**config.mk**
```make
export PLATFORM = sky130hd
export DESIGN_NAME = midi_rx
export DESIGN_NICKNAME = d
export VERILOG_FILES = /design/src/rtl/midi_rx_pkg.sv /design/src/rtl/midi_uart_rx.sv /design/src/rtl/midi_rx.sv
export SDC_FILE = /design/constraint.sdc
export NUM_CORES = 1
export LEC_CHECK = 0
export CAP_MARGIN = 10
export CELL_PAD_IN_SITES_DETAIL_PLACEMENT = 0
export CELL_PAD_IN_SITES_GLOBAL_PLACEMENT = 1
export CORE_UTILIZATION = 44
export CTS_CLUSTER_SIZE = 8
export DETAILED_ROUTE_END_ITERATION = 6
export PLACE_DENSITY = 0.78
export SYNTH_ARGS = -nofsm -noshare
export SYNTH_HDL_FRONTEND = slang
export SYNTH_SLANG_ARGS = --single-unit
```
**constraint.sdc**
```tcl
create_clock -name CLK -period 2.5 [get_ports CLK]
set_clock_uncertainty 0.15 [all_clocks]
set_input_delay 0.25 -clock CLK [delete_from_list [all_inputs] [get_ports CLK]]
set_output_delay 0.25 -clock CLK [all_outputs]
set_load 0.01 [all_outputs]
```
**src/rtl/midi_rx_pkg.sv**
```systemverilog
// Shared MIDI receiver definitions: status-class constants, receiver states and
// the per-status data-byte count.
package midi_rx_pkg;

    localparam logic [7:0] NOTE_OFF = 8'h80;
    localparam logic [7:0] NOTE_ON  = 8'h90;
    localparam logic [7:0] CTRL     = 8'hB0;
    localparam logic [7:0] PROG     = 8'hC0;
    localparam logic [7:0] SYSEX    = 8'hF0;
    localparam logic [7:0] EOX      = 8'hF7;
    localparam logic [7:0] RT_MIN   = 8'hF8;

    typedef enum logic [1:0] {
        StIdle,
        StStart,
        StData,
        StStop
    } rx_state_e;

    // Number of data bytes that complete a channel message; 0 for non-channel status.
    function automatic logic [1:0] data_count(input logic [7:0] status);
        logic [1:0] n;
        case (status[7:4])
            NOTE_OFF[7:4], NOTE_ON[7:4], 4'hA, CTRL[7:4], 4'hE: n = 2'd2;
            PROG[7:4], 4'hD:                                     n = 2'd1;
            default:                                             n = 2'd0;
        endcase
        return n;
    endfunction

endpackage

```
**src/rtl/midi_uart_rx.sv**
```systemverilog
// 8N1 serial byte receiver with a 2-flop input synchroniser and mid-bit sampling.
module midi_uart_rx
    import midi_rx_pkg::*;
#(
    parameter int unsigned DIV = 1600
) (
    input  logic       CLK,
    input  logic       RST,
    input  logic       RXD,
    output logic [7:0] BYTE,
    output logic       BYTE_VLD,
    output logic       FRAME_ERR
);

    localparam int unsigned CW = $clog2(DIV);
    localparam logic [CW-1:0] HALF = CW'(DIV / 2 - 1);
    localparam logic [CW-1:0] LAST = CW'(DIV - 1);

    logic [1:0]    sync_q;
    logic          prev_q;
    rx_state_e     state_q, state_d;
    logic [CW-1:0] cnt_q, cnt_d;
    logic [2:0]    bit_q, bit_d;
    logic [7:0]    shift_q, shift_d;
    logic          vld_q, vld_d;
    logic          err_q, err_d;
    logic          rxd;

    assign rxd = sync_q[1];

    always_ff @(posedge CLK) begin
        if (RST) begin
            sync_q  <= 2'b11;
            prev_q  <= 1'b1;
            state_q <= StIdle;
            cnt_q   <= '0;
            bit_q   <= '0;
            shift_q <= '0;
            vld_q   <= 1'b0;
            err_q   <= 1'b0;
        end else begin
            sync_q  <= {sync_q[0], RXD};
            prev_q  <= sync_q[1];
            state_q <= state_d;
            cnt_q   <= cnt_d;
            bit_q   <= bit_d;
            shift_q <= shift_d;
            vld_q   <= vld_d;
            err_q   <= err_d;
        end
    end

    always_comb begin
        state_d = state_q;
        cnt_d   = cnt_q + 1'b1;
        bit_d   = bit_q;
        shift_d = shift_q;
        vld_d   = 1'b0;
        err_d   = 1'b0;
        case (state_q)
            StIdle: begin
                cnt_d = '0;
                bit_d = '0;
                // A falling edge needs the line high first, so a framing error
                // naturally waits for the line to return high before re-arming.
                if (prev_q && !rxd) state_d = StStart;
            end
            StStart: begin
                if (cnt_q == HALF) begin
                    cnt_d   = '0;
                    state_d = rxd ? StIdle : StData;
                end
            end
            StData: begin
                if (cnt_q == LAST) begin
                    cnt_d   = '0;
                    shift_d = {rxd, shift_q[7:1]};
                    bit_d   = bit_q + 3'd1;
                    if (bit_q == 3'd7) state_d = StStop;
                end
            end
            StStop: begin
                if (cnt_q == LAST) begin
                    cnt_d   = '0;
                    state_d = StIdle;
                    if (rxd) vld_d = 1'b1;
                    else     err_d = 1'b1;
                end
            end
            default: state_d = StIdle;
        endcase
    end

    assign BYTE      = shift_q;
    assign BYTE_VLD  = vld_q;
    assign FRAME_ERR = err_q;

endmodule

```
**src/rtl/midi_rx.sv**
```systemverilog
// MIDI input: serial byte receiver plus channel-message parser with running status,
// real-time filtering and sysex skipping.
module midi_rx
    import midi_rx_pkg::*;
#(
    parameter int unsigned CLK_HZ = 50000000,
    parameter int unsigned BAUD   = 31250
) (
    input  logic        CLK,
    input  logic        RST,
    input  logic        MIDI_IN,
    output logic [23:0] MIDI_MSG,
    output logic        MIDI_MSG_RDY,
    output logic        RX_ERR
);

    localparam int unsigned DIV = CLK_HZ / BAUD;

    logic [7:0]  rx_byte;
    logic        rx_vld;
    logic [7:0]  status_q, status_d;
    logic [1:0]  cnt_q, cnt_d;
    logic [7:0]  d1_q, d1_d;
    logic        sysex_q, sysex_d;
    logic [23:0] msg_q, msg_d;
    logic        rdy_q, rdy_d;
    logic [1:0]  need;

    midi_uart_rx #(
        .DIV(DIV)
    ) u_uart (
        .CLK      (CLK),
        .RST      (RST),
        .RXD      (MIDI_IN),
        .BYTE     (rx_byte),
        .BYTE_VLD (rx_vld),
        .FRAME_ERR(RX_ERR)
    );

    always_ff @(posedge CLK) begin
        if (RST) begin
            status_q <= '0;
            cnt_q    <= '0;
            d1_q     <= '0;
            sysex_q  <= 1'b0;
            msg_q    <= '0;
            rdy_q    <= 1'b0;
        end else begin
            status_q <= status_d;
            cnt_q    <= cnt_d;
            d1_q     <= d1_d;
            sysex_q  <= sysex_d;
            msg_q    <= msg_d;
            rdy_q    <= rdy_d;
        end
    end

    assign need = data_count(status_q);

    always_comb begin
        status_d = status_q;
        cnt_d    = cnt_q;
        d1_d     = d1_q;
        sysex_d  = sysex_q;
        msg_d    = msg_q;
        rdy_d    = 1'b0;
        if (rx_vld) begin
            if (rx_byte >= RT_MIN) begin
                // Real-time bytes leave all parser state untouched.
            end else if (rx_byte == SYSEX) begin
                status_d = '0;
                cnt_d    = '0;
                sysex_d  = 1'b1;
            end else if (rx_byte > SYSEX && rx_byte <= EOX) begin
                status_d = '0;
                cnt_d    = '0;
                sysex_d  = 1'b0;
            end else if (rx_byte[7]) begin
                status_d = rx_byte;
                cnt_d    = '0;
                sysex_d  = 1'b0;
            end else if (!sysex_q && need != 2'd0) begin
                if (cnt_q + 2'd1 == need) begin
                    msg_d = (need == 2'd1) ? {status_q, rx_byte, 8'h00}
                                           : {status_q, d1_q, rx_byte};
                    rdy_d = 1'b1;
                    cnt_d = '0;
                end else begin
                    d1_d  = rx_byte;
                    cnt_d = cnt_q + 2'd1;
                end
            end
        end
    end

    assign MIDI_MSG     = msg_q;
    assign MIDI_MSG_RDY = rdy_q;

endmodule

```
==> metrics.txt, run 1 <==
outcome finished clean; Syn Area/Cell approximately 9.6 µm²; hold_sp u_uart.sync_q[0]$_SDFF_PP1_; DR WL/cell 12.88 µm; Reg2Reg Launch Point status_q[6]$_SDFFE_PP0P_; Die Wd 86.64 µm; Hold Path Class reg2reg; Synth Flop Type dfxtp_1; post-synth cell types 48; CTS clock-pin slew for the worst setup and hold paths approximately 0.080 ns; Area Growth Syn to Fin 17.47%; CP arrival 2.08 ns; die area 7506 µm²; Avg Vias per Cell 5.064; Worst VDD drop 0.3284 mV; Slew Limit Fails 0; root buffer cell clkbuf_8; Max Freq 0.5033 GHz; Max Root-Sink Buffers 2; port bufs 26; core area 6869 µm²; DPL Wire Length roughly 3.9 mm; initial drt markers just under 100; final core utilization 53.90%; leakage power 0.001441 µW; critical path startpoint category flop; die height ~87 µm; Period Utilization, post-route 79.48%; reg-to-reg slack, setup around 0.51 ns; final hold vios 0; sequential share of the synthesized area 44.46%; post-place instance area 3480 µm²; layout cells sized above 1 10.73%; Final Wtd Congestion 0.7351; synth top area cells dfxtp_1 (44%), mux2i_1 (11%), nand2b_1 (8.3%), nor2_1 (3.7%), mux2_4 (3.3%); Tot Pwr 2170 µW; hold_buf cts 0; crit path launch status_q[6]$_SDFFE_PP0P_; Max Cap Viol 0; delay-heaviest family, CP compound AO/OA/AOI/OAI gates; routed vias 2279; Yosys reg bits 70; Worst Reg-to-Reg Cells 4; Placed Cells 434; Post-CTS Setup Bufs 0; Post-route DRC 0; nets@finish 355; initial antenna violation count 0; Slew headroom 36.67%; clock sinks 70; Final Setup Violations 0; DRT Pass-1 Iters 5; Crit. End Element flop; total grt overflow 0; multi-input logic area 1638 µm²; Async SR Flop Fraction 0%; fillers approximately 650; FF-to-FF End MIDI_MSG[12]$_SDFFE_PP0P_; worst path bufs/invs 0; largest net degree at the start of global routing 66; H-tree depth 3; post-route ant nets 0; P per Cell Area 586.2 nW/µm²; Worst Hold End u_uart.sync_q[1]$_SDFF_PP1_; cell taking the most area after synthesis dfxtp_1; I/O pin total 29; EDFF count, synth 0; CP Max Fanout 9; ant diodes 0; worst slew pin tran approximately 0.95 ns; first-pass GRT wire length 9.873 mm; Reg area 1401 µm²; WS Path Type reg2reg; worst-skew pair later-pin latency between 0.3 and 0.4 ns; Total GRT Usage between 15 and 20%; Setup Total Neg Slack 0 ns; Synth top cells by count dfxtp_1 (70), nand2b_1 (42), mux2i_1 (36); count leader, synth dfxtp_1; Starting Density 45.88%; PostCTS Resize Cnt 0; Finished Layout Cells 450; cells after synthesis 327; TritonCTS buffer count 9; mapped cell area 3152 µm²; Ys Warns 0; CP peak stage delay 0.45 ns; Tmin final 1.987 ns; CTS tree done; vias in the first global route 2127; top cell type's share of synthesized area 44.46%; RSZ-0062 raised after global routing no; slowest stage cell, crit path dfxtp_1; DRT Wirelength 5.794 mm; row cnt 30; hold path cells 1; Critical Path RT roughly 2.6 ns; final instance area 3702 µm²; critical-path cell list nand3_1, a221o_1, a21o_1, mux2_4
## state kept, by name (all words and copies together) (netlist names), 2 cells and up, named ones only
name	cells
cnt_q	2
u_uart.sync_q	2
u_uart.bit_q	3
MIDI_MSG	22
u_uart.cnt_q	11
d1_q	7
u_uart.BYTE	8
status_q	8
## metal layers
layer  routed length, µm  track usage (%)
met2                2522            26.26
met5                   0                0
met4                  83            7.273
met1                3029            21.89
met3                 158            4.286
## kinds of logic after synthesis
group,Yosys count,share of synthesized area (%)
adder cells (fa/ha/maj),3,1.191
buffers and inverters,24,3.692
other,1,0.1190
AO/OA/AOI/OAI,24,5.280
XOR/XNOR,9,2.501
multiplexers,43,14.77
AND/OR/NAND/NOR,153,27.99
flip-flops,70,44.46
## worst max path at each step
| stage | cells after the start | endpoint | slack, ns |
|---|---|---|---|
| 6_report | 4 | MIDI_MSG[12]$_SDFFE_PP0P_ | 0.51 |
| 5_1_grt | 4 | MIDI_MSG[14]$_SDFFE_PP0P_ | 0.43 |
| 4_1_cts | 4 | MIDI_MSG[14]$_SDFFE_PP0P_ | 0.51 |
| 3_5_place_dp | 4 | MIDI_MSG[9]$_SDFFE_PP0P_ | 0.52 |
| 3_3_place_gp | 4 | MIDI_MSG[11]$_SDFFE_PP0P_ | 0.56 |
| 2_1_floorplan | 6 | u_uart.bit_q[0]$_SDFFE_PP0P_ | 0.62 |
## cell type report
class                      count  share of cell area (%)
inverter                       2                  0.2028
sequential                    70                   37.85
clock inverter                 6                   2.298
timing repair buffer          32                   8.449
clock buffer                  10                   3.717
multi-input combinational    234                   44.24
tap                           96                   3.244
## metrics by stage
| step | hold WS, ns | setup WS, ns |
|---|---|---|
| finish | 0.2650 | 0.5130 |
| CTS | 0.2674 | 0.5123 |
| detailed placement | 0.2509 | 0.5163 |
| global route | 0.2800 | 0.4302 |
| floorplan | 0.2038 | 0.6235 |
| global placement | 0.2422 | 0.5619 |
## cell usage in the layout (no fill, tap or decap), types with 3 or more instances in the layout
master / n
and4_1: 3
a31oi_1: 5
nand4_1: 5
or2_2: 3
nor2_1: 31
mux2_4: 7
buf_4: 5
nor2b_1: 10
dfxtp_1: 70
nand3_1: 14
nor4b_1: 3
and3_1: 3
nand2_1: 18
clkdlybuf4s50_1: 25
clkbuf_8: 10
ha_1: 3
a21oi_1: 9
mux2i_1: 36
nand4b_1: 5
nand2b_1: 42
nor3_1: 3
xor2_1: 8
## where the power goes
part / internal (µW) / total, µW / switching, µW
clock network: 585 / 1010 / 426
registers: 1120 / 1120 / 4.13
logic: 16.2 / 38.3 / 22.1
Note: power is estimated with default switching activity, not from simulation.
==> run 2, diff against run 1 <==
==> constraint.sdc (replaced) <==
create_clock -name CLK -period 1.9 [get_ports CLK]
set_clock_uncertainty 0.15 [all_clocks]
set_input_delay 0.19 -clock CLK [delete_from_list [all_inputs] [get_ports CLK]]
set_output_delay 0.19 -clock CLK [all_outputs]
set_load 0.01 [all_outputs]
==> metrics.txt, run 2 (synthesized netlist as in run 1, its figures left out) <==
row cnt 30; post-route ant nets 0; Slew Limit Fails 0; Switch Pwr 626.6 µW; Total GRT Usage 18.23%; most frequent cells in the layout dfxtp_1 (69), nand2b_1 (42), mux2i_1 (36); leakage power 0.001522 µW; max reg flops 22; crit path launch status_q[7]$_SDFFE_PP0P_; initial antenna violation count 0; logic gate share of total power between 1.5 and 2%; hold_buf cts 0; die area 7506 µm²; worst-skew pair later-pin latency around 0.35 ns; clock network fraction of total power between 40% and 50%; layout cells sized above 1 about 16%; routed vias 2330; final instance area just under 4000 µm²; PostCTS Resize Cnt 1; Final Setup Violations 0; total grt overflow 0; critical path startpoint category flop; final hold vios 0; CP Max Fanout 10; Post-CTS Setup Bufs 0; reg-to-reg slack, setup 0.09 ns; initial drt markers 116; DRT Wirelength 6.183 mm; port bufs 26; Starting Density 45.88%; Critical Path RT ~2.0 ns; Global Route met1 Usage between 20% and 30%; Worst Setup EP MIDI_MSG[19]$_SDFFE_PP0P_; Avg Vias per Cell 5.000; Reg2Reg Launch Point status_q[7]$_SDFFE_PP0P_; Area Growth Syn to Fin 21.95%; met2 Use GR 28.21%; CTS tree done; clock sinks 70; Period Utilization, post-route approximately 95%; Max Root-Sink Buffers 2; post-place instance area 3612 µm²; final core utilization 55.96%; vias in the first global route 2303; DR WL/cell 13.27 µm; die height ~87 µm; Max Cap Viol 0; I/O pin total 29; Most Crowded Layer GR met2; H-tree depth 3; TritonCTS buffer count 9; Crit. End Element flop; first-pass GRT wire length about 11 mm; commonest non-fill, non-tap cell in the layout dfxtp_1; outcome finished clean; Post-route DRC 0; Reg power frac about half; Hold Path Class in2reg; nets@finish between 300 and 400; Final Wtd Congestion between 0.7 and 0.8; ant diodes 0; Worst VDD drop between 0.3 and 0.4 mV; Worst Reg-to-Reg Cells 6; DPL Wire Length approximately 4.3 mm; Die Wd around 87 µm; Internal Power 2238 µW; root buffer cell clkbuf_8; CP arrival 1.92 ns; DRT Pass-1 Iters 4; FF-to-FF End MIDI_MSG[19]$_SDFFE_PP0P_; Max Freq 0.5536 GHz; largest net degree at the start of global routing 29; Tmin final 1.806 ns; WS Path Type reg2reg; P per Cell Area 745.2 nW/µm²; core area 6869 µm²; Switching Share 21.88%; CTS clock-pin slew for the worst setup and hold paths 0.07 ns; GR Util met3 ~3.1%
[run 2: cell count changes in the layout (fill, tap and decap cells not counted), sizes merged]
cell,previous run,this run
inv,2,3
clkbuf,10,9
buf,7,23
[run 2: per-layer routing]
layer | vias up | part of all wire, %
met3 | 7 | 2.4
li1 | 1195 | -
met1 | 1095 | 51
met5 | - | 0
met2 | 33 | 45
met4 | 0 | 1.4
[run 2: through the flow]
stage / cells / hold slack, ns / setup WS, ns / setup TNS (ns) / total power (µW)
6_report: 466 / 0.1921 / 0.09376 / 0 / 2864
5_1_grt: 466 / 0.2277 / -0.00009637 / -0.00009637 / 2973
4_1_cts: 466 / 0.2068 / 0.01089 / 0 / 2906
3_5_place_dp: 450 / 0.2438 / -0.02311 / -0.1227 / 1565
3_3_place_gp: 450 / 0.2482 / 0.03952 / 0 / 1565
2_1_floorplan: 328 / 0.1438 / 0.02348 / 0 / 1551
[run 2: power by group through the flow]
stage	registers [µW]	clock network [µW]	logic (µW)
6_report	1480	1330	55.0
5_1_grt	1480	1440	60.5
4_1_cts	1480	1380	55.4
3_5_place_dp	1510	0	54.9
3_3_place_gp	1510	0	55.0
2_1_floorplan	1510	0	44.9
[run 2: worst max-delay path, stage by stage, from the launching register on]
cell and delay (ns):
dfxtp_1 0.36, and2_0 0.17, a221o_1 0.36, buf_4 0.16, a21oi_4 0.17, buf_12 0.16
mux2i_1 0.19
[run 2: area by class of cell]
cell class / count / area [µm²]
inverter: 2 / 7.507
multi-input combinational: 234 / 1647
clock buffer: 9 / 123.9
timing repair buffer: 48 / 445.4
fill: 635 / 3025
clock inverter: 7 / 97.59
tap: 96 / 120.1
sequential: 70 / 1403
[run 2: worst min-delay path by stage]
stage	to	from	depth (start not counted)
after global placement	u_uart.sync_q[1]$_SDFF_PP1_	u_uart.sync_q[0]$_SDFF_PP1_	1
final	MIDI_MSG[21]$_SDFFE_PP0P_	RST	3
after floorplan	u_uart.sync_q[0]$_SDFF_PP1_	MIDI_IN	1
after detailed placement	u_uart.sync_q[1]$_SDFF_PP1_	u_uart.sync_q[0]$_SDFF_PP1_	1
after CTS	MIDI_MSG[16]$_SDFFE_PP0P_	RST	3
after global routing	MIDI_MSG[16]$_SDFFE_PP0P_	RST	3
==> run 3, diff against run 2 <==
--- a/config.mk
+++ b/config.mk
@@ -12,6 +12,7 @@
 export CTS_CLUSTER_SIZE = 8
 export DETAILED_ROUTE_END_ITERATION = 6
 export PLACE_DENSITY = 0.78
+export SKIP_CTS_REPAIR_TIMING = 1
 export SYNTH_ARGS = -nofsm -noshare
 export SYNTH_HDL_FRONTEND = slang
 export SYNTH_SLANG_ARGS = --single-unit
==> results of run 3 <==
Same layout as run 2: the final DEF is identical, and so are final timing and power.
